**src/rtl/spike_event_logger.sv**
```systemverilog
// rtl/spike_event_logger.sv - timestamps LIF spike edges into an event FIFO and reports per-window spike rate
//
// Ports:
//   clk          system clock, all state on the rising edge
//   rst          synchronous active-high reset, overrides every other input
//   enable       gates the timestamp, the rate window and event capture (FIFO pops still allowed)
//   spike_in     spike flag from the upstream neuron; a 0->1 transition is one event
//   ev_ready     consumer ready for the event stream
//   ev_valid     head-of-FIFO event present
//   ev_data      timestamp of the head event (0 when the FIFO is empty)
//   fifo_level   current FIFO occupancy, 0..FIFO_DEPTH
//   ev_overflow  sticky: an event was dropped because the FIFO was full
//   rate_count   spike count of the last completed window, saturating at 255
//   rate_valid   high on the last enabled cycle of each window; rate_count carries the new value then

module spike_event_logger #(
    parameter int TS_WIDTH   = 12,
    parameter int FIFO_DEPTH = 4,
    parameter int WINDOW     = 256
) (
    input  logic                          clk,
    input  logic                          rst,
    input  logic                          enable,
    input  logic                          spike_in,
    input  logic                          ev_ready,
    output logic                          ev_valid,
    output logic [TS_WIDTH-1:0]           ev_data,
    output logic [$clog2(FIFO_DEPTH):0]   fifo_level,
    output logic                          ev_overflow,
    output logic [7:0]                    rate_count,
    output logic                          rate_valid
);

    localparam int AW = $clog2(FIFO_DEPTH);
    localparam int LW = AW + 1;
    localparam int WW = $clog2(WINDOW);

    localparam logic [LW-1:0] FULL_LEVEL = LW'(FIFO_DEPTH);
    localparam logic [WW-1:0] WIN_LAST   = WW'(WINDOW - 1);

    // spike history, timestamp
    logic                spike_q;
    logic [TS_WIDTH-1:0] ts;

    // event FIFO
    logic [TS_WIDTH-1:0] mem [FIFO_DEPTH];
    logic [AW-1:0]       wr_ptr;
    logic [AW-1:0]       rd_ptr;
    logic [LW-1:0]       level;
    logic                overflow_q;

    // rate window
    logic [WW-1:0]       win_cyc;
    logic [7:0]          win_ev;
    logic [7:0]          rate_q;

    // per-cycle decisions
    logic                spike_event;
    logic                fifo_empty;
    logic                fifo_full;
    logic                do_pop;
    logic                do_push;
    logic                do_drop;
    logic                win_last;
    logic [7:0]          win_ev_next;

    always_comb begin
        spike_event = enable & spike_in & ~spike_q;
        fifo_empty  = (level == '0);
        fifo_full   = (level == FULL_LEVEL);
        do_pop      = ~fifo_empty & ev_ready;
        // A pop in the same cycle frees the slot, so a full FIFO can still accept.
        do_push     = spike_event & (~fifo_full | do_pop);
        do_drop     = spike_event & fifo_full & ~do_pop;
        win_last    = enable & (win_cyc == WIN_LAST);
        win_ev_next = (win_ev == 8'hFF) ? 8'hFF : (win_ev + {7'd0, spike_event});
    end

    // History register samples every cycle, so an edge seen while disabled is consumed
    // and does not turn into an event once enable returns.
    always_ff @(posedge clk) begin
        if (rst) begin
            spike_q <= 1'b0;
            ts      <= '0;
        end else begin
            spike_q <= spike_in;
            if (enable) begin
                ts <= ts + TS_WIDTH'(1);
            end
        end
    end

    // Storage has no reset; ev_data is masked while empty so stale entries never show.
    // On full+pop+push wr_ptr equals rd_ptr: the head is read combinationally before
    // this write lands, and the new entry becomes the tail.
    always_ff @(posedge clk) begin
        if (!rst && do_push) begin
            mem[wr_ptr] <= ts;
        end
    end

    always_ff @(posedge clk) begin
        if (rst) begin
            wr_ptr     <= '0;
            rd_ptr     <= '0;
            level      <= '0;
            overflow_q <= 1'b0;
        end else begin
            if (do_push) begin
                wr_ptr <= wr_ptr + AW'(1);
            end
            if (do_pop) begin
                rd_ptr <= rd_ptr + AW'(1);
            end
            case ({do_push, do_pop})
                2'b10:   level <= level + LW'(1);
                2'b01:   level <= level - LW'(1);
                default: level <= level;
            endcase
            if (do_drop) begin
                overflow_q <= 1'b1;
            end
        end
    end

    // Window counters advance only on enabled cycles; the closing cycle's own event is
    // folded into the reported count.
    always_ff @(posedge clk) begin
        if (rst) begin
            win_cyc <= '0;
            win_ev  <= '0;
            rate_q  <= '0;
        end else if (enable) begin
            if (win_last) begin
                rate_q  <= win_ev_next;
                win_cyc <= '0;
                win_ev  <= '0;
            end else begin
                win_cyc <= win_cyc + WW'(1);
                win_ev  <= win_ev_next;
            end
        end
    end

    always_comb begin
        ev_valid    = ~fifo_empty;
        ev_data     = fifo_empty ? '0 : mem[rd_ptr];
        fifo_level  = level;
        ev_overflow = overflow_q;
        // Pulse on the closing enabled cycle itself so it can never appear while enable=0;
        // rate_count shows the value being loaded during that pulse and holds it afterwards.
        rate_valid  = win_last & ~rst;
        rate_count  = rate_valid ? win_ev_next : rate_q;
    end

endmodule

```
**config.mk**
```make
export PLATFORM = sky130hd
export DESIGN_NAME = spike_event_logger
export DESIGN_NICKNAME = d
export VERILOG_FILES = /design/src/rtl/spike_event_logger.sv
export SDC_FILE = /design/constraint.sdc
export NUM_CORES = 1
export LEC_CHECK = 0
export ABC_AREA = 1
export CAP_MARGIN = 20
export CORE_MARGIN = 3
export CORE_UTILIZATION = 50
export CTS_CLUSTER_DIAMETER = 60
export DETAILED_ROUTE_END_ITERATION = 12
export HOLD_SLACK_MARGIN = 0.02
export PLACE_DENSITY = 0.81
export SETUP_SLACK_MARGIN = 0.1
export SLEW_MARGIN = 5
export SYNTH_ARGS = -nofsm -noshare
export SYNTH_HDL_FRONTEND = slang
export SYNTH_SLANG_ARGS = --single-unit
```
**constraint.sdc**
```tcl
create_clock -name clk -period 2.3 [get_ports clk]
set_clock_uncertainty 0.15 [all_clocks]
set_input_delay 0.46 -clock clk [delete_from_list [all_inputs] [get_ports clk]]
set_output_delay 0.46 -clock clk [all_outputs]
set_load 0.01 [all_outputs]
```
==> results.txt <==
Run status -> complete, but fails checks
Failing checks -> setup timing
Full die area -> 0.009577 mm2
CTS clock-pin slew for the worst setup and hold paths -> 0.10 ns
Global-route wire length before repair -> 15.37 mm
Synth warnings -> 0
Final wirelength -> 8.952 mm
Synth area leader -> edfxtp_1
Worst-path cell chain -> nor2_4, ha_4, ha_4, nand2_1, inv_2, nand3b_1, nand3_2, nand2_2, o21ai_1, buf_2
DR WL/cell -> 13.65 um
TritonCTS clock tree -> done
Max Cap Viol -> 0
Hold Path Class -> input pin to register
N_diodes -> 0
Share of cells above drive strength 1 -> 27.98%
Clk sinks -> 95
Root buffer cell -> clkbuf_8
Syn Area/Cell -> 8.958 um2
Post-synth top flop -> edfxtp_1
Area share of the largest cell type after synthesis -> 34.16%
Gpl congestion -> 0.8113
CP most frequent cell -> ha_4
Hold Vio Cnt, Final -> 0
Synth-to-Final Area Change -> 26.60%
Commonest non-fill, non-tap cell in the layout -> nor2_1
EDFF count, synth -> 48
Commonest non-fill, non-tap cells in the layout -> nor2_1, nand2_1, edfxtp_1
Initial Utilization -> 52.95%
Max-slew headroom at the worst pin -> 72.28%
Rows -> 32
Buffer depth of the longest clock path -> 2
Initial DRC Count -> 179
Largest net degree at the start of global routing -> 25
Clock period minus worst slack -> 2.380 ns
Final worst-path cycle share -> 103.5%
Seq cells post-synth -> 95
Skew-Pair Late Insertion Delay -> 0.36 ns
Worst-path maximum fanout -> 3
RSZ-0062 raised after global routing -> yes
Setup ws final -> -0.07952 ns
Sequential fraction of the synthesis area -> 56.47%
Drt drc -> 0
Worst setup SP type -> register
Die Ht -> 97.86 um
Drt pass-1 iters -> 4
Unique masters post-synth -> 34
Worst-Margin Slew -> 0.4158 ns
Overall Global Routing Usage -> 19.72%
Critical path class -> register to primary output
DP Wirelength -> 5.653 mm
Peak Freq -> 420.3 MHz
Via/cell ratio -> 5.178
Io pins -> 31
Post-route ant nets -> 0
Setup slack at placement -> -0.9554 ns
PD cells -> 734.1 mW/mm2
H-tree depth reported by CTS -> 3
Leakage power -> 2.113 nW
Post-Syn Instances -> 471
Worst endpoint required time -> 1.69 ns
Most area-consuming cells after synthesis -> edfxtp_1, dfxtp_1, nor2_1
Die X -> 97.86 um
Initial antenna violation count -> 0
Slew Limit Fails -> 0
Setup TNS -> -0.3379 ns
Inserted Clock Buffers -> 9
Setup Viol. Count Final -> 6
Hold_buf cts -> 0
Max stage delay on crit path -> 0.40 ns
Worst Path Arrival -> 1.77 ns
CP max stage cell -> dfxtp_1
Syn nets -> 485
Vias in the first global route -> 3,337
Maximum vdd drop -> 374.9 uV
PortBufs -> 30
Final #Nets -> 563
Post-synth ARST share -> 0%
Post-synthesis cell area -> 0.004219 mm2
Crit. End Element -> primary output
Core Area -> 0.007968 mm2
Vias -> 3,397
Global route overflow -> 0
-- metal layers --
metal | track usage, % | routed length [um] | up-vias
met5 | 0 | 0 | -
met4 | 8.839 | 109 | 0
met3 | 3.429 | 378 | 10
met2 | 34.82 | 4716 | 82
met1 | 23.43 | 3747 | 1593
li1 | - | - | 1712
-- metrics by stage --
stage	hold slack [ns]	instance area, um2	power (mW)	utilization, %	instances
global placement	0.3052	4813	2.652	60.41	620
detailed placement	0.3124	4813	2.680	60.41	620
CTS	0.2377	5224	3.897	65.56	648
finish	0.2506	5341	3.921	67.04	656
floorplan	0.2900	4219	2.319	-	471
global route	0.2395	5341	4.119	67.04	656
-- timing repair --
action | CTS | global route
cloned | 1 | 0
gates resized for setup | 138 | 38
buffers inserted | 11 | 8
setup endpoints to repair | 21 | 21
pin swaps | 14 | 14
hold endpoints to repair | 0 | 0
-- cell families after synthesis --
group                    synth area share, %
AO/OA/AOI/OAI                          10.38
XOR/XNOR                              0.8305
adder cells (fa/ha/maj)                2.847
buffers and inverters                  6.405
flip-flops                             56.46
AND/OR/NAND/NOR                        23.07
-- registers in the layout, summed over array words and instances (netlist names), named ones only --
signal / flops
fifo_level: 3
ts: 12
win_ev: 8
win_cyc: 8
rate_q: 8
spike_q: 1
ev_overflow: 1
wr_ptr: 2
mem: 48
rd_ptr: 2
-- worst paths after layout --
kind / start / endpoint / slack, ns / depth (start not counted)
min reg2reg: rate_q[2]$_SDFFE_PP0P_ / rate_q[2]$_SDFFE_PP0P_ / 0.33 / 2
max: spike_q$_SDFF_PP0_ / rate_count[4] / -0.08 / 10
max reg2reg: fifo_level[2]$_SDFFE_PP0P_ / fifo_level[2]$_SDFFE_PP0P_ / 0.37 / 11
min: spike_in / spike_q$_SDFF_PP0_ / 0.25 / 3
-- where the power goes --
part	internal [mW]	total (mW)	switching, mW
sequential	1.82	1.87	0.0506
combinational	0.385	0.872	0.487
clock	0.539	1.18	0.639
-- worst max-delay path, delay by kind of cell (launching register included) --
family          cells  cell delay [ns]
buf+inv             2             0.18
simple gates        5             0.44
flops               1             0.40
compound gates      1             0.06
fa+ha+maj           2             0.33
-- synthesized netlist by cell type, types with 2 or more instances --
| cell type | n |
|---|---|
| buf_2 | 6 |
| o21ai_0 | 50 |
| nand2_2 | 6 |
| nand3_1 | 20 |
| nor2_4 | 4 |
| nor3b_1 | 2 |
| nand2_1 | 69 |
| dfxtp_1 | 47 |
| nor3_2 | 2 |
| nor3_1 | 5 |
| clkbuf_1 | 6 |
| edfxtp_1 | 48 |
| o21ai_1 | 2 |
| nor2_2 | 4 |
| a21oi_1 | 32 |
| ha_1 | 8 |
| nand4_1 | 4 |
| xor2_1 | 3 |
| nand3_4 | 2 |
| inv_1 | 50 |
| nor2_1 | 88 |
-- final cells by class --
class / instances / area (um2)
Clock buffer: 9 / 123.9
Clock inverter: 7 / 95.09
Timing Repair Buffer: 81 / 683.2
Fill cell: 563 / 2626
Inverter: 51 / 209.0
Tap cell: 102 / 127.6
Multi-Input combinational cell: 311 / 1703
Sequential cell: 95 / 2400
Power figures use the tool's default switching activity.
